$ cat src/rtl/prog_loader.sv
// prog_loader: byte-stream boot loader for instruction memory.
// Stream format: length (16-bit word count, little-endian), then
// count*4 payload bytes packed little-endian into 32-bit words.
// The core is held in reset until the load completes.
// Optional macro PROG_LOADER_CHECKSUM_EN appends a trailing XOR checksum
// byte that must match the payload before the core is released.
module prog_loader #(
  parameter int ADDR_W = 6
) (
  input  logic              clk,
  input  logic              rst,
  input  logic              start,
  input  logic              byte_valid,
  input  logic [7:0]        byte_data,
  output logic              byte_ready,
  output logic              mem_we,
  output logic [ADDR_W-1:0] mem_addr,
  output logic [31:0]       mem_wdata,
  output logic              core_rst,
  output logic              done,
  output logic              error
);

  localparam int unsigned DEPTH = 2**ADDR_W;

`ifdef PROG_LOADER_CHECKSUM_EN
  typedef enum logic [2:0] {LEN0, LEN1, DATA, CSUM, DONE, ERR} state_t;
`else
  typedef enum logic [2:0] {LEN0, LEN1, DATA, DONE, ERR} state_t;
`endif

  state_t        state;
  logic [15:0]   count;
  logic [ADDR_W:0] index;
  logic [1:0]    lane;
  logic [23:0]   word;
  logic [15:0]   len_next;
  logic          last_word;
  logic          xfer;
`ifdef PROG_LOADER_CHECKSUM_EN
  logic [7:0]    csum;
`endif

  assign len_next  = {byte_data, count[7:0]};
  // index is one bit wider than the address so a full-depth load compares cleanly
  assign last_word = (32'(index) + 32'd1) == 32'(count);
  assign xfer      = byte_valid & byte_ready;

  // Accept bytes in every state that still expects stream input
  always_comb begin
    byte_ready = 1'b0;
    case (state)
      LEN0, LEN1, DATA: byte_ready = 1'b1;
`ifdef PROG_LOADER_CHECKSUM_EN
      CSUM:             byte_ready = 1'b1;
`endif
      default:          byte_ready = 1'b0;
    endcase
  end

  // Loader FSM with registered memory-write and status outputs
  always_ff @(posedge clk) begin
    if (rst) begin
      state     <= LEN0;
      count     <= '0;
      index     <= '0;
      lane      <= '0;
      word      <= '0;
      mem_we    <= 1'b0;
      mem_addr  <= '0;
      mem_wdata <= '0;
      core_rst  <= 1'b1;
      done      <= 1'b0;
      error     <= 1'b0;
`ifdef PROG_LOADER_CHECKSUM_EN
      csum      <= '0;
`endif
    end else begin
      mem_we <= 1'b0;
      case (state)
        LEN0: begin
          if (xfer) begin
            count[7:0] <= byte_data;
            state      <= LEN1;
          end
        end
        LEN1: begin
          if (xfer) begin
            count[15:8] <= byte_data;
            index       <= '0;
            lane        <= '0;
            if (32'(len_next) > DEPTH) begin
              state <= ERR;
              error <= 1'b1;
            end else if (len_next == 16'd0) begin
`ifdef PROG_LOADER_CHECKSUM_EN
              state <= CSUM;
`else
              state    <= DONE;
              done     <= 1'b1;
              core_rst <= 1'b0;
`endif
            end else begin
              state <= DATA;
            end
          end
        end
        DATA: begin
          if (xfer) begin
`ifdef PROG_LOADER_CHECKSUM_EN
            csum <= csum ^ byte_data;
`endif
            lane <= lane + 2'd1;
            case (lane)
              2'd0: word[7:0]   <= byte_data;
              2'd1: word[15:8]  <= byte_data;
              2'd2: word[23:16] <= byte_data;
              default: begin
                mem_we    <= 1'b1;
                mem_addr  <= index[ADDR_W-1:0];
                mem_wdata <= {byte_data, word};
                index     <= index + 1'b1;
                if (last_word) begin
`ifdef PROG_LOADER_CHECKSUM_EN
                  state <= CSUM;
`else
                  state    <= DONE;
                  done     <= 1'b1;
                  core_rst <= 1'b0;
`endif
                end
              end
            endcase
          end
        end
`ifdef PROG_LOADER_CHECKSUM_EN
        CSUM: begin
          if (xfer) begin
            if (byte_data == csum) begin
              state    <= DONE;
              done     <= 1'b1;
              core_rst <= 1'b0;
            end else begin
              state <= ERR;
              error <= 1'b1;
            end
          end
        end
`endif
        DONE: begin
          if (start) begin
            state    <= LEN0;
            core_rst <= 1'b1;
            done     <= 1'b0;
            index    <= '0;
            lane     <= '0;
`ifdef PROG_LOADER_CHECKSUM_EN
            csum     <= '0;
`endif
          end
        end
        ERR: begin
          if (start) begin
            state <= LEN0;
            error <= 1'b0;
            index <= '0;
            lane  <= '0;
`ifdef PROG_LOADER_CHECKSUM_EN
            csum  <= '0;
`endif
          end
        end
        default: state <= LEN0;
      endcase
    end
  end

endmodule

$ cat config.mk
export PLATFORM = sky130hd
export DESIGN_NAME = prog_loader
export DESIGN_NICKNAME = d
export VERILOG_FILES = /design/src/rtl/prog_loader.sv
export SDC_FILE = /design/constraint.sdc
export NUM_CORES = 1
export LEC_CHECK = 0
export ABC_AREA = 1
export BUFFER_PORTS_ARGS = -buffer_cell sky130_fd_sc_hd__buf_2
export CORE_UTILIZATION = 40
export CTS_BUF_LIST = sky130_fd_sc_hd__clkbuf_4
export CTS_CLUSTER_DIAMETER = 60
export DETAILED_ROUTE_END_ITERATION = 10
export PLACE_DENSITY = 0.66
export SYNTH_ARGS = -nofsm -noshare
export SYNTH_HDL_FRONTEND = slang
export SYNTH_SLANG_ARGS = --single-unit
export TNS_END_PERCENT = 20
$ cat constraint.sdc
create_clock -name clk -period 2.2 [get_ports clk]
set_input_delay 0.33 -clock clk [delete_from_list [all_inputs] [get_ports clk]]
set_output_delay 0.33 -clock clk [all_outputs]
set_load 0.03 [all_outputs]
; ---- Yosys cells after proc, flatten, opt, wreduce, memory -nomap -nowiden
; Index checks and enable logic that the tools add are counted.
; Widths: inputs -> output; s select.
[classes]
add_sub_neg = 3
magnitude_cmp = 1
eq_ne = 18
mux = 39
bitwise_logic = 4
n_reduce_logical = 21
[ops]
columns = cell, n
row1 = $mux 7, 4
row2 = $mux 3, 7
row3 = $pmux 7 s3, 1
row4 = $ne 2x2->1 const B, 10
row5 = $mux 1, 19
row6 = $eq 8x16->1, 1
row7 = $gt 16x7->1 const B, 1
row8 = $logic_not 16->1, 1
row9 = $pmux 3 s4, 1
row10 = $reduce_and 3->1, 4
row11 = $reduce_or 3->1, 3
row12 = $add 7x1->8 const B, 1
row13 = $reduce_and 4->1, 2
row14 = $reduce_and 8->1, 1
row15 = $add 7x1->7 const B, 1
row16 = $eq 3x2->1 const B, 2
row17 = $mux 2, 3
row18 = $pmux 1 s3, 2
row19 = $pmux 2 s3, 1
row20 = $reduce_and 6->1, 1
row21 = $reduce_bool 3->1, 2
row22 = $reduce_and 5->1, 1
row23 = $reduce_and 2->1, 2
row24 = $eq 3x1->1 const B, 1
row25 = 12 further kinds, 14
[totals]
register_bits = 94
output_inout_bits = 43
wordCells = 100

; ---- Longest topological paths before layout
[logic_depth]
depth_word = 6
ltp_mapped = 14
depth_no_buf = 14

; ---- Worst setup path before layout
; OpenSTA, ideal clock, no wires.
[synth_path]
path_type = register -> register
start = register state[0]
end = register index[4]
setup_ps = 86
t_arrival_ps = 1764
required_ps = 2114
slack_ps = 350
path_stages_with_launch = 9
n_path_buf = 1
path_cell_list = dfxtp_1 a21oi_1 nand3_1 nand3_1 nor2_2 o21ai_2 buf_2 a31oi_1 a211oi_1
[synth_between]
elab_chain_len = 6
[synth_lines]
columns = element, line
row1 = start: declaration, 32  ; state_t state;
row2 = start signal: assignment, 64  ; state <= LEN0;
row3 = start signal: assignment, 84  ; state <= LEN1;
row4 = start signal: assignment, 93  ; state <= ERR;
row5 = $eq 3x2->1 (tied with other cells), 52  ; case (state)
row6 = $reduce_or 3->1 *, 52
row7 = $mux 1 *, 52
row8 = via byte_ready, 15  ; output logic byte_ready,
row9 = $and 1x1->1 *, 47  ; assign xfer = byte_valid & byte_ready;
row10 = $ne 2x2->1 (no source line), --
row11 = $reduce_and 5->1 (no source line) *, --
row12 = end signal: assignment, 122  ; index <= index + 1'b1;
row13 = end: declaration, 34  ; logic [ADDR_W:0] index;
; Mark *: on every way through the listed nets, which the timed path passes. The rest lies on a longest branch.
; A chain may end at the register's enable or synchronous reset.

; ---- Final worst setup path
[layout_path]
start = register index[1]
end = register state[0]
[layout_between]
elab_chain_len = 4
[layout_lines]
columns = element, line
row1 = $add 7x1->8, 46  ; assign last_word = (32'(index) + 32'd1) == 32'(count);
row2 = $eq 8x16->1, 46
row3 = $ne 2x2->1 (no source line), --
row4 = $reduce_and 6->1 (no source line), --
; Every way passes these cells.

==> results by group <==
Power and ir drop
  • P_leak: 2.02 nW
  • Peak VDD IR: 323 µV
  • P per Cell Area: 790 nW/µm²

STA
  • Hold_ws: 200 ps
  • Worst Clk Skew: 19.1 ps
  • Worst-margin pin slew: 527 ps
  • Final Cycle Share: 88.3%
  • Fmax: 515 MHz
  • Relative slew slack: 64.8%
  • Max-slew violations: 0
  • Tmin final: 1940 ps
  • Setup TNS: 0 ps
  • Fin. Hold Viols: 0
  • Setup violators final: 0
  • RSZ-0062 raised after global routing: no

Floorplanning
  • Die height: 99.0 µm
  • Starting Density: 40.9%
  • Die Wd: 99.0 µm
  • Die ar.: 9800 µm²
  • Core area: 9200 µm²
  • I/O pin count: 55
  • Num rows: 35

Synthesis
  • Main synth FF type: dfxtp_1
  • Syn Nets: 507
  • Synthesized area: 3760 µm²
  • Ys async rst share: 0%
  • Yosys top cell area share: 50.0%
  • Area contributors post-synth: dfxtp_1, o21ai_0, a21oi_1
  • Syn. warnings: 0
  • Syn_area_per_cell: 7.68 µm²
  • Post-synth top cells: dfxtp_1, o21ai_0, nor2_1
  • Count leader, synth: dfxtp_1
  • Syn Inst Count: 490
  • Number of different library cells in the post-synthesis netlist: 23
  • EDFF count, synth: 0
  • Seq/Total Area, Yosys: 50.0%
  • Top cell type by total area after synthesis: dfxtp_1
  • Synth Register Bits: 94

Layout
  • Reg area: 1880 µm²
  • Nets: 560
  • P&R area growth vs syn: 14.4%
  • Multi-input logic area: 1580 µm²
  • Antenna Cells: 0
  • Ratio of cells with drive above 1 in the final layout: 17.5%
  • # fillers: 917

Route
  • Detail Route Antenna Nets: 0
  • Routed len/inst: 14.2 µm
  • Routed wire length: 9.33 mm
  • Drt first pass iters: 4
  • Residual DRC: 0
  • Vias: 3,402
  • Vias per cell: 5.16
  • Initial DRC count: 236

Critical path
  • Worst Setup SP: index[1]
  • Critical path class: register to register
  • Reg2reg setup slack: 260 ps
  • Req. time, crit path: 2550 ps
  • Startpoint types: register
  • Worst EP arrival: 2290 ps
  • FF-to-FF End: state[0]
  • Worst Reg-to-Reg Cells: 14
  • CP endpoint kind: register
  • FF-to-FF Start: index[1]
  • Worst-path fanout max: 6

Clocking
  • Hold_buf cts: 0
  • CTS tree: done
  • Skew-Pair Late Insertion Delay: 440 ps
  • Inserted Clock Buffers: 9
  • Clock buffer depth: 2
  • Clock Pin Slew Worst Setup and Hold Paths: 160 ps
  • Max H-tree Level: 3
  • CTS sink cnt: 94
  • CTS root buf: clkbuf_4

Global route
  • Gr ovfl total: 0
  • GRT Overall Usage: 19.9%
  • Pin count of the biggest net entering global routing: 79
  • Vias in the first global route: 3,191
  • First-pass GRT wire length: 15.4 mm
  • Initial antenna violation count: 0

Placed design
  • Hpwl dp: 6.33 mm
  • Gpl congestion: 0.900
  • Port bufs: 54

Hold path
  • Hold WC Path Type: primary input to register
  • Worst Hold End: count[5]
  • Min-Delay Startpoint: byte_data[5]
  • Cell count of the worst hold path: 3

Outcome
  • Outcome: completed

Job
  • Max-cap viol count: 0
logic make-up (layout without fill, tap and decap cells):
logic type      count (synthesis)  in the layout  share of synthesized area, %
compound gates                162            162                          22.3
simple gates                  159            159                          17.9
flops                          94             94                          50.0
buf+inv                        70            128                          8.11
fa+ha+maj                       5              5                          1.66
repair_timing:
item                       4_1_cts  5_1_grt
buffers inserted                 0        0
setup endpoints to repair        0        1
resized for setup                0        1
state kept, by name, summed over array words and instances (netlist names):
signal / count
core_rst: 1
count: 16
done: 1
error: 1
index: 7
lane: 2
mem_addr: 6
mem_wdata: 32
mem_we: 1
state: 3
word: 24
layout make-up:
cell class,count,area share [%]
Tap cell,111,3.23
Inverter,47,4.10
Clock buffer,9,1.57
Clock inverter,7,2.24
Multi-Input combinational cell,326,36.6
Sequential cell,94,43.8
Timing Repair Buffer,65,8.49
placed cells by master, fill, tap and decap left out, drive strengths merged, types with 2 or more instances in the layout:
cell	instances
a211oi	7
a21oi	65
a31oi	5
buf	65
bufinv	2
clkbuf	9
clkinv	4
dfxtp	94
ha	5
inv	48
nand2	49
nand3	22
nand4	5
nor2	80
nor3	3
o21ai	84
how the worst max path moves through the flow:
stage	slack, ps	endpoint
after floorplan	350	index[4]
after global placement	410	done
after detailed placement	300	state[0]
after CTS	310	state[0]
after global routing	5	core_rst
final	260	state[0]
critical path: stages, from the launching register on:
cell     delay, ps
dfxtp_1        430
ha_1           220
nand2_1        110
nor2_1         200
nand2_1        100
nand3_1         90
nand2_1         60
inv_1           40
nand2_1         40
nor2_1          90
nand3_1         70
nand2_1        160
nand2_1        100
nand2_1         80
a21oi_1         60
power by group:
group          internal, mW  total [mW]  switching (mW)
clock network         0.466        1.07           0.602
registers              1.78        1.85          0.0640
logic                 0.159       0.486           0.326
through the flow:
| stage | utilization (%) | cells | total power [mW] | setup WS, ps | instance area (µm²) |
|---|---|---|---|---|---|
| 2_1_floorplan | - | 490 | 2.23 | 350 | 3760 |
| 3_3_place_gp | 45.0 | 643 | 2.34 | 410 | 4140 |
| 3_5_place_dp | 45.0 | 643 | 2.37 | 302 | 4140 |
| 4_1_cts | 46.8 | 659 | 3.42 | 311 | 4300 |
| 5_1_grt | 46.8 | 659 | 3.57 | 5.42 | 4300 |
| 6_report | 46.8 | 659 | 3.40 | 258 | 4300 |
per-layer routing:
| layer | vias up | wire length [µm] | global-route usage [%] |
|---|---|---|---|
| met4 | 0 | 119 | 5.86 |
| met5 | - | 0 | 0 |
| met3 | 13 | 392 | 4.61 |
| li1 | 1737 | - | - |
| met1 | 1582 | 4400 | 25.6 |
| met2 | 70 | 4420 | 33.2 |
No activity file was read; power rests on OpenSTA's default activity.
